--- src/rtl/mips_pkg.sv ---
// Shared definitions for the single-cycle MIPS datapath: PC state encoding,
// instruction field positions and the datapath word width.
package mips_pkg;

   localparam int unsigned WORD_W     = 32;
   localparam int unsigned IMM_MSB    = 15;
   localparam int unsigned TARGET_MSB = 25;

   localparam logic [WORD_W-1:0] PC_INC = 32'd4;

   typedef enum logic [1:0] {
      PC_RUN    = 2'b00,
      PC_HALTED = 2'b01,
      PC_FAULT  = 2'b10
   } pc_state_t;

   // Word-aligned, sign-extended branch displacement from the 16-bit immediate.
   function automatic logic [WORD_W-1:0] branch_offset(input logic [WORD_W-1:0] instr);
      return {{(WORD_W-IMM_MSB-3){instr[IMM_MSB]}}, instr[IMM_MSB:0], 2'b00};
   endfunction

endpackage

--- src/rtl/pc_unit_if.sv ---
// Control/status bundle between the decode stage and the PC stage.
interface pc_unit_if
   import mips_pkg::*;
#(
   parameter int CNT_W = 32
);

   logic              en;
   logic [WORD_W-1:0] instr;
   logic              zero;
   logic              branch_eq;
   logic              branch_ne;
   logic              jump;
   logic              jump_reg;
   logic [WORD_W-1:0] rs_data;
   logic              halt;

   logic [WORD_W-1:0] pc;
   logic [WORD_W-1:0] pc_plus4;
   logic              halted;
   logic              fault;
   logic [WORD_W-1:0] fault_addr;
   logic [CNT_W-1:0]  retired;

   modport master (
      output en, instr, zero, branch_eq, branch_ne, jump, jump_reg, rs_data, halt,
      input  pc, pc_plus4, halted, fault, fault_addr, retired
   );

   modport slave (
      input  en, instr, zero, branch_eq, branch_ne, jump, jump_reg, rs_data, halt,
      output pc, pc_plus4, halted, fault, fault_addr, retired
   );

endinterface

--- src/rtl/pc_next_logic.sv ---
// Combinational next-PC selection: JR > J/JAL > taken branch > sequential.
module pc_next_logic
   import mips_pkg::*;
(
   input  logic [WORD_W-1:0] pc,
   input  logic [WORD_W-1:0] instr,
   input  logic              zero,
   input  logic              branch_eq,
   input  logic              branch_ne,
   input  logic              jump,
   input  logic              jump_reg,
   input  logic [WORD_W-1:0] rs_data,
   output logic [WORD_W-1:0] next_pc,
   output logic [WORD_W-1:0] pc_plus4
);

   logic              taken;
   logic [WORD_W-1:0] branch_target;
   logic [WORD_W-1:0] jump_target;
   logic              unused_opcode;

   assign unused_opcode = &{1'b0, instr[WORD_W-1:TARGET_MSB+1]};

   assign pc_plus4      = pc + PC_INC;
   assign taken         = (branch_eq & zero) | (branch_ne & ~zero);
   assign branch_target = pc_plus4 + branch_offset(instr);
   assign jump_target   = {pc_plus4[WORD_W-1:WORD_W-4], instr[TARGET_MSB:0], 2'b00};

   always_comb begin
      next_pc = pc_plus4;
      if (jump_reg)
         next_pc = rs_data;
      else if (jump)
         next_pc = jump_target;
      else if (taken)
         next_pc = branch_target;
   end

endmodule

--- src/rtl/pc_unit.sv ---
// Program-counter stage: PC register, RUN/HALTED/FAULT machine, instruction
// memory bounds trap and retired-instruction counter.
module pc_unit
   import mips_pkg::*;
#(
   parameter logic [WORD_W-1:0] RESET_PC = 32'h0000_0000,
   parameter int                MEM_SIZE = 128,
   parameter int                CNT_W    = 32
) (
   input  logic      clock,
   input  logic      reset,
   pc_unit_if.slave  bus
);

   localparam logic [WORD_W-1:0] MEM_WORDS = WORD_W'(MEM_SIZE);

   pc_state_t         state_q, state_d;
   logic [WORD_W-1:0] pc_q, pc_d;
   logic [WORD_W-1:0] fault_addr_q, fault_addr_d;
   logic [CNT_W-1:0]  retired_q, retired_d;

   logic [WORD_W-1:0] next_pc;
   logic [WORD_W-1:0] pc_plus4;
   logic [WORD_W-1:0] next_word;
   logic              bad_target;

   pc_next_logic u_next (
      .pc        (pc_q),
      .instr     (bus.instr),
      .zero      (bus.zero),
      .branch_eq (bus.branch_eq),
      .branch_ne (bus.branch_ne),
      .jump      (bus.jump),
      .jump_reg  (bus.jump_reg),
      .rs_data   (bus.rs_data),
      .next_pc   (next_pc),
      .pc_plus4  (pc_plus4)
   );

   assign next_word  = {2'b00, next_pc[WORD_W-1:2]};
   assign bad_target = (next_pc[1:0] != 2'b00) || (next_word >= MEM_WORDS);

   always_comb begin
      state_d      = state_q;
      pc_d         = pc_q;
      fault_addr_d = fault_addr_q;
      retired_d    = retired_q;
      case (state_q)
         PC_RUN: begin
            // Halt wins over any redirect and skips the bounds check.
            if (bus.en) begin
               if (bus.halt) begin
                  state_d = PC_HALTED;
               end else if (bad_target) begin
                  fault_addr_d = next_pc;
                  state_d      = PC_FAULT;
               end else begin
                  pc_d      = next_pc;
                  retired_d = retired_q + CNT_W'(1);
               end
            end
         end
         PC_HALTED, PC_FAULT: ;
         default: ;
      endcase
   end

   always_ff @(posedge clock) begin
      if (reset) begin
         state_q      <= PC_RUN;
         pc_q         <= RESET_PC;
         fault_addr_q <= '0;
         retired_q    <= '0;
      end else begin
         state_q      <= state_d;
         pc_q         <= pc_d;
         fault_addr_q <= fault_addr_d;
         retired_q    <= retired_d;
      end
   end

   assign bus.pc         = pc_q;
   assign bus.pc_plus4   = pc_plus4;
   assign bus.halted     = (state_q == PC_HALTED);
   assign bus.fault      = (state_q == PC_FAULT);
   assign bus.fault_addr = fault_addr_q;
   assign bus.retired    = retired_q;

endmodule

--- src/flat_wrapper.sv ---
// flat-port wrapper written by rule: the top's interface ports become plain ports
module pc_unit_flat import mips_pkg::*;
#(
   parameter logic [WORD_W-1:0] RESET_PC = 32'h0000_0000,
   parameter int                MEM_SIZE = 128,
   parameter int                CNT_W    = 32
)
  (clock, reset, bus_en, bus_instr, bus_zero, bus_branch_eq, bus_branch_ne, bus_jump, bus_jump_reg, bus_rs_data, bus_halt, bus_pc, bus_pc_plus4, bus_halted, bus_fault, bus_fault_addr, bus_retired);
  pc_unit_if #(.CNT_W(CNT_W)) bus_i ();
  input  logic clock;
  input  logic reset;
  input wire logic [$bits(bus_i.en)-1:0] bus_en;
  input wire logic [$bits(bus_i.instr)-1:0] bus_instr;
  input wire logic [$bits(bus_i.zero)-1:0] bus_zero;
  input wire logic [$bits(bus_i.branch_eq)-1:0] bus_branch_eq;
  input wire logic [$bits(bus_i.branch_ne)-1:0] bus_branch_ne;
  input wire logic [$bits(bus_i.jump)-1:0] bus_jump;
  input wire logic [$bits(bus_i.jump_reg)-1:0] bus_jump_reg;
  input wire logic [$bits(bus_i.rs_data)-1:0] bus_rs_data;
  input wire logic [$bits(bus_i.halt)-1:0] bus_halt;
  output wire logic [$bits(bus_i.pc)-1:0] bus_pc;
  output wire logic [$bits(bus_i.pc_plus4)-1:0] bus_pc_plus4;
  output wire logic [$bits(bus_i.halted)-1:0] bus_halted;
  output wire logic [$bits(bus_i.fault)-1:0] bus_fault;
  output wire logic [$bits(bus_i.fault_addr)-1:0] bus_fault_addr;
  output wire logic [$bits(bus_i.retired)-1:0] bus_retired;
  assign bus_i.en = bus_en;
  assign bus_i.instr = bus_instr;
  assign bus_i.zero = bus_zero;
  assign bus_i.branch_eq = bus_branch_eq;
  assign bus_i.branch_ne = bus_branch_ne;
  assign bus_i.jump = bus_jump;
  assign bus_i.jump_reg = bus_jump_reg;
  assign bus_i.rs_data = bus_rs_data;
  assign bus_i.halt = bus_halt;
  assign bus_pc = bus_i.pc;
  assign bus_pc_plus4 = bus_i.pc_plus4;
  assign bus_halted = bus_i.halted;
  assign bus_fault = bus_i.fault;
  assign bus_fault_addr = bus_i.fault_addr;
  assign bus_retired = bus_i.retired;
  pc_unit #(.RESET_PC(RESET_PC), .MEM_SIZE(MEM_SIZE), .CNT_W(CNT_W)) u_core (.clock(clock), .reset(reset), .bus(bus_i));
endmodule
--- config.mk ---
export PLATFORM = sky130hd
export DESIGN_NAME = pc_unit_flat
export DESIGN_NICKNAME = d
export VERILOG_FILES = /design/src/rtl/mips_pkg.sv /design/src/rtl/pc_unit_if.sv /design/src/rtl/pc_next_logic.sv /design/src/rtl/pc_unit.sv /design/src/flat_wrapper.sv
export SDC_FILE = /design/constraint.sdc
export NUM_CORES = 1
export LEC_CHECK = 0
export CAP_MARGIN = 15
export CORE_UTILIZATION = 54
export CTS_CLUSTER_DIAMETER = 50
export CTS_CLUSTER_SIZE = 8
export DETAILED_ROUTE_END_ITERATION = 6
export GPL_TIMING_DRIVEN = 0
export MAX_ROUTING_LAYER = met4
export PLACE_DENSITY = 0.93
export SYNTH_ARGS = -nofsm -noshare
export SYNTH_HDL_FRONTEND = slang
export SYNTH_SLANG_ARGS = --single-unit
export TNS_END_PERCENT = 1
--- constraint.sdc ---
create_clock -name clock -period 11.5 [get_ports clock]
set_input_delay 2.3 -clock clock [delete_from_list [all_inputs] [get_ports clock]]
set_output_delay 2.3 -clock clock [all_outputs]
set_load 0.005 [all_outputs]
==> out/results.txt, run 1 <==
Outcome: finished clean
Multi-input logic area: 5260 µm²
Cells along the critical path: clkdlybuf4s50_1, ha_1, clkbuf_1, nand4_1, or3_1, and3_1, mux2i_1, nand3_1, or4_1, nor4_2, nand4_1, clkbuf_1, buf_2, o21ai_0
Gr usage total: 0.424
WP buf/inv: 4
Core area: 13,500 µm²
RSZ-0062 raised after global routing: false
Gpl congestion: 1.04
Number of global-route vias before repair: 8,173
Post-synthesis cell type count: 82
Final min period: 7.62 ns
Antenna violations before repair: 0
Data required time of the worst path: 11.75 ns
LEAKAGE: 3.88 nW
Worst Clk Skew: 0.00895 ns
Commonest non-fill, non-tap cells in the layout: clkdlybuf4s50_1, dfxtp_1, nor2_1
Area grow syn2layout: 32.3%
Power density cells: 79.2 nW/µm²
Vias per Instance: 6.64
Peak supply drop: 0.0978 mV
Initial Utilization: 0.564
Die X: 120 µm
Rows: 42
ANT cells: 0
CP max stage delay: 0.86 ns
Register area share after synthesis: 0.259
Critical Path Fanout Max: 19
First-pass GRT wire length: 46.3 mm
Nets: 1,302
Worst Tran Pin Value: 1.19 ns
DR iter-0 viols: 1,052
CP delay by family, top: simple AND/OR/NAND/NOR gates
CTS max path bufs: 2
CTS root buffer: clkbuf_16
Die height: 120 µm
Setup violations, final: 0
Fin Setup TNS: 0 ns
Skew-Pair Late Insertion Delay: 0.34 ns
Post_cts resized: 0
Clock slew at reported path FFs: 0.07 ns
Residual DRC: 0
Relative slew slack: 0.193
Register area: 1960 µm²
Mapped Nets: 1,095
Total Power: 794 µW
First-pass iteration count of the detailed router: 6
Pin count of the biggest net entering global routing: 20
Worst hold path type: reg -> reg
Dpl hpwl: 23.7 mm
TritonCTS Buffers: 9
Fin crit share: 0.663
Via count: 9,126
Syn_area_per_cell: 7.68 µm²
Synth async-reset ratio: 0
Yosys Warn Count: 0
Crit path max-delay cell type: clkdlybuf4s50_1
Max H-tree Level: 3
CP Launch Type: primary input
Max cap viols: 0
Clock sink count: 98
DR WL/cell: 22.2 µm
Layout cell share with drive strength beyond 1: 0.0642
Critical path capture point type: flop
Remaining global-route overflow: 0
Antenna-violating nets left: 0
#FFs+latches synth: 98
Synth Instances: 987
Max Clk Rate: 131 MHz
Fillers: 1,043
Worst hold slack: 0.464 ns
Mapped Area: 7580 µm²
WS Path Type: in -> reg
Fin. max-slew vios: 0
CTS Hold Bufs: 0
Post-synth EDFFs: 0
CTS tree: yes
WP data arrival: 7.87 ns
Ports: 203
Most common cell after layout, fill and taps aside: clkdlybuf4s50_1
I/O Buffers: 195
Setup repair bufs after CTS: 0
Die ar.: 14,500 µm²
Most used DFF post-synth: dfxtp_1
Final hold vios: 0
Detailed Route WL: 30.5 mm
final timing paths:
check                                                             end  slack, ns                             startpoint  cells past startpoint
worst max-delay path                    u_core.bus.pc[3]$_SDFFE_PP0P_       3.88                          bus_instr[15]                     14
worst max register to register          u_core.bus.pc[3]$_SDFFE_PP0P_       4.64          u_core.bus.pc[8]$_SDFFE_PP0P_                     18
worst min register to register  u_core.bus.fault_addr[7]$_SDFFE_PP0P_       0.46  u_core.bus.fault_addr[7]$_SDFFE_PP0P_                      2
worst min-delay path            u_core.bus.fault_addr[7]$_SDFFE_PP0P_       0.46  u_core.bus.fault_addr[7]$_SDFFE_PP0P_                      2
logic make-up after synthesis:
| kind of cell | Yosys count | share of synthesized area |
|---|---|---|
| multiplexers | 53 | 0.0729 |
| adder cells (fa/ha/maj) | 35 | 0.0587 |
| buffers and inverters | 87 | 0.0480 |
| AO/OA/AOI/OAI | 228 | 0.201 |
| XOR/XNOR | 39 | 0.0450 |
| AND/OR/NAND/NOR | 447 | 0.315 |
| flip-flops | 98 | 0.259 |
state kept, by name, indices dropped and copies added, names as in the netlist:
register / flops
u_core.state_q: 2
u_core.bus.pc: 32
u_core.bus.fault_addr: 32
u_core.bus.retired: 32
power by group:
part	internal, mW	leakage, nW	switching [mW]
clock	0.148	0.130	0.130
sequential	0.346	0.792	0.00493
combinational	0.0674	2.96	0.0976
total	0.562	3.88	0.233
Yosys cell counts (all sizes together) (8+ instances only):
cell / count / area [µm²]
dfxtp: 98 / 1960
nor2: 98 / 373
nand2: 90 / 345
a21oi: 61 / 309
o21ai: 53 / 269
nand3: 45 / 230
and3: 44 / 275
clkbuf: 39 / 158
mux2i: 35 / 350
ha: 34 / 425
nand4: 34 / 219
inv: 29 / 109
nor3: 24 / 120
nor4: 22 / 203
nor2b: 20 / 125
xnor2: 20 / 175
xor2: 19 / 166
buf: 18 / 93.8
mux2: 18 / 203
a211oi: 17 / 133
or3: 15 / 93.8
o211ai: 14 / 110
a21o: 10 / 75.1
and2: 9 / 56.3
or4: 9 / 71.3
and4: 8 / 70.1
nand2b: 8 / 50.1
or2: 8 / 50.1
routing by layer:
layer | global-route usage | routed length [µm]
met4 | 0.176 | 1320
met5 | - | 0
met3 | 0.0825 | 3730
met2 | 0.657 | 13700
met1 | 0.542 | 11800
cell type report:
type	instances	area share
plain buffers	57	0.0251
inverters	30	0.0112
clock inverters	5	0.00387
repair buffers	196	0.195
multi-input cells	802	0.524
clock buffers	11	0.0232
flip-flops and latches	98	0.196
well taps	176	0.0220
metrics by stage:
stage | setup WS (ns) | cell area [µm²] | std cells | util
2_1_floorplan | 5.10 | 7580 | 987 | -
3_3_place_gp | 3.78 | 9750 | 1358 | 0.725
3_5_place_dp | 3.74 | 9750 | 1358 | 0.725
4_1_cts | 4.07 | 10000 | 1374 | 0.745
5_1_grt | 3.61 | 10000 | 1375 | 0.746
6_report | 3.88 | 10000 | 1375 | 0.746
worst register-to-register path, cell delays in order, from the launching register on:
cell and delay (ns):
dfxtp_1 0.46, nand4_1 0.35, or4_1 0.75, nor2_2 0.29, xor2_1 0.49, ha_1 0.33
clkbuf_1 0.21, a21oi_1 0.26, o21ai_0 0.16, a21oi_1 0.22, o221a_2 0.26, mux2i_1 0.20
nand3_1 0.22, or4_1 0.60, nor4_2 0.80, nand4_1 0.35, clkbuf_1 0.31, buf_2 0.25
o21ai_0 0.25
(Power assumes the default switching activity.)
==> run 2: changes to the inputs <==
--- a/config.mk
+++ b/config.mk
@@ -6,13 +6,13 @@
 export NUM_CORES = 1
 export LEC_CHECK = 0
 export CAP_MARGIN = 15
-export CORE_UTILIZATION = 54
+export CORE_UTILIZATION = 50
 export CTS_CLUSTER_DIAMETER = 50
 export CTS_CLUSTER_SIZE = 8
 export DETAILED_ROUTE_END_ITERATION = 6
 export GPL_TIMING_DRIVEN = 0
 export MAX_ROUTING_LAYER = met4
-export PLACE_DENSITY = 0.93
+export PLACE_DENSITY = 0.87
 export SYNTH_ARGS = -nofsm -noshare
 export SYNTH_HDL_FRONTEND = slang
 export SYNTH_SLANG_ARGS = --single-unit
==> constraint.sdc (replaced) <==
create_clock -name clock -period 7.73 [get_ports clock]
set_input_delay 1.546 -clock clock [delete_from_list [all_inputs] [get_ports clock]]
set_output_delay 1.546 -clock clock [all_outputs]
set_load 0.005 [all_outputs]
==> out/results.txt, run 2 (same netlist as run 1, synthesis figures left out) <==
Outcome: finished with violations
Failing checks: DRC
Pre-CTS WS: 0.547 ns (-3.19 ns)
Fillers: 1,265 (+21%)
Crit path max-delay cell type: nor4_1
Setup repair bufs after CTS: 0 (unchanged)
Pin count of the biggest net entering global routing: 20 (unchanged)
Peak supply drop: 0.123 mV (+25%)
Relative slew slack: 0.140 (-0.0535)
Critical path's most frequent cell: nand4_1
Part of the power in registers: 0.416 (-0.026)
First-pass iteration count of the detailed router: 7 (+1)
Residual DRC: 26 (+26)
Data required time of the worst path: 7.97 ns (-3.78 ns)
Psw: 371 µW (+59%)
Worst hold path type: reg -> reg
Die height: 125 µm (+3.9%)
RSZ-0062 raised after global routing: false
Post_cts resized: 0 (unchanged)
Final WS setup: 0.604 ns (-3.27 ns)
Fin Setup TNS: 0 ns (unchanged)
Setup violations, final: 0 (unchanged)
Antenna violations before repair: 0 (unchanged)
Layout cell share with drive strength beyond 1: 0.0651 (+0.000888)
CTS max path bufs: 2 (unchanged)
CTS root buffer: clkbuf_16
Number of global-route vias before repair: 8,272 (+1.2%)
Worst Clk Skew: 0.0130 ns (+0.00401 ns)
Met3 Routed Length: 2.77 mm (-26%)
Post-route cell area: 10,100 µm² (+0.55%)
First-pass GRT wire length: 47.0 mm (+1.5%)
Clock slew at reported path FFs: 0.07 ns (about the same)
DP Area: 9760 µm² (+0.10%)
Switching Fraction: 0.296 (+0.00286)
Critical Path Fanout Max: 10 (-9)
DR iter-0 viols: 916 (-13%)
Die ar.: 15,700 µm² (+7.9%)
DR top layer: met4
Internal: 882 µW (+57%)
CTS Hold Bufs: 0 (unchanged)
Reg2Reg Setup Slack: 0.60 ns (-4.04 ns)
Clock sink count: 98 (unchanged)
Worst hold slack: 0.474 ns (+0.00985 ns)
Vias per Instance: 6.48 (-2.3%)
Detailed Route WL: 31.0 mm (+1.5%)
I/O Buffers: 195 (unchanged)
Cells along the critical path: ha_1, nand4_1, nor4_1, nand4_1, xor2_1, inv_1, ha_1, clkbuf_1, nand4_1, or3_1, and3_1, mux2i_1, nand3_1, or4_1, nor4_2, nand4_1, clkbuf_1, buf_2, nand3_1, o21ai_0
CTS tree: yes
Final min period: 7.13 ns
Critical path capture point type: flop
CP max stage delay: 0.92 ns (+0.06 ns)
Gate power share: 0.193 (-0.015)
Power density cells: 124 nW/µm² (+57%)
WS Path Type: reg -> reg
Dpl hpwl: 24.1 mm (+1.7%)
CP Launch Type: flop
Antenna-violating nets left: 0 (unchanged)
TritonCTS Buffers: 9 (unchanged)
Final hold vios: 0 (unchanged)
Most common cell after layout, fill and taps aside: clkdlybuf4s50_1
Core area: 14,600 µm² (+8.9%)
Gpl congestion: 1.05 (+0.51%)
DRT met1 WL: 13.1 mm (+11%)
Clock power frac: 0.392 (+0.041)
Met2 wire length: 13.6 mm (-0.37%)
CP delay by family, top: simple AND/OR/NAND/NOR gates
DR WL/cell: 22.4 µm (+0.99%)
LEAKAGE: 3.90 nW (+0.51%)
Worst Tran Pin Value: 1.27 ns (+0.0792 ns)
Fin crit share: 0.922
Gr usage total: 0.400 (-0.0241)
WP data arrival: 7.36 ns (-0.51 ns)
ANT cells: 0 (unchanged)
Ports: 203 (unchanged)
Fin. max-slew vios: 0 (unchanged)
Max cap viols: 0 (unchanged)
Remaining global-route overflow: 0 (unchanged)
Max Clk Rate: 140 MHz
Via count: 8,960 (-1.8%)
Die X: 125 µm (+3.9%)
Nets: 1,301 (-0.077%)
Initial Utilization: 0.518 (-0.0458)
Area grow syn2layout: 33.0%
Rows: 44 (+4.8%)
Skew-Pair Late Insertion Delay: 0.36 ns (+0.02 ns)
Max H-tree Level: 3 (unchanged)
WP buf/inv: 4 (unchanged)
Commonest non-fill, non-tap cells in the layout: clkdlybuf4s50_1, dfxtp_1, nor2_1
[run 2: cell types whose count changed in the layout (fill, tap and decap cells not counted)]
cell and change:
clkbuf_1 -2, clkinv_4 -2, bufinv_16 +1, clkbuf_2 -1, clkbuf_8 +1, clkinv_2 -1, clkinv_8 +1, inv_6 +1
inv_8 +1
[run 2: power groups by stage]
stage / clock network (mW) / registers, mW / logic [mW]
finish: 0.491 / 0.521 / 0.242
global route: 0.509 / 0.522 / 0.257
CTS: 0.491 / 0.521 / 0.235
detailed placement: 0 / 0.533 / 0.234
global placement: 0 / 0.532 / 0.231
floorplan: 0 / 0.532 / 0.122
[run 2: cell type report]
type | count | area (µm²) | share of cell area
Timing Repair Buffer | 195 | 1950 | 0.194
Buffer | 57 | 251 | 0.0249
Sequential cell | 98 | 1960 | 0.195
Clock inverter | 6 | 82.6 | 0.00819
Multi-Input combinational cell | 802 | 5260 | 0.521
Inverter | 30 | 113 | 0.0112
Tap cell | 184 | 230 | 0.0228
Clock buffer | 10 | 239 | 0.0237
[run 2: worst paths after layout]
kind / end / depth (start not counted) / from
worst max register to register: u_core.bus.pc[6]$_SDFFE_PP0P_ / 20 / u_core.bus.pc[2]$_SDFFE_PP0P_
worst min register to register: u_core.bus.fault_addr[4]$_SDFFE_PP0P_ / 2 / u_core.bus.fault_addr[4]$_SDFFE_PP0P_
worst min-delay path: u_core.bus.fault_addr[4]$_SDFFE_PP0P_ / 2 / u_core.bus.fault_addr[4]$_SDFFE_PP0P_
worst max-delay path: u_core.bus.pc[6]$_SDFFE_PP0P_ / 20 / u_core.bus.pc[2]$_SDFFE_PP0P_
[run 2: metal layers]
metal / vias to the layer above / track usage
met4: 0 / 0.202
met1: 4232 / 0.517
met3: 101 / 0.0693
met2: 557 / 0.602
met5: - / -
li1: 4070 / -
[run 2: stage by stage]
| step | std cells | total power [mW] | util |
|---|---|---|---|
| floorplan | 987 | 0.654 | - |
| finish | 1382 | 1.25 | 0.689 |
| global route | 1382 | 1.29 | 0.689 |
| detailed placement | 1366 | 0.766 | 0.667 |
| CTS | 1382 | 1.25 | 0.689 |
| global placement | 1366 | 0.763 | 0.667 |
[run 2: worst min-delay path, delay by kind of cell, from the launching register on]
family | cells | cell delay [ns]
AO/OA/AOI/OAI | 1 | 0.06
AND/OR/NAND/NOR | 1 | 0.05
flip-flops | 1 | 0.32
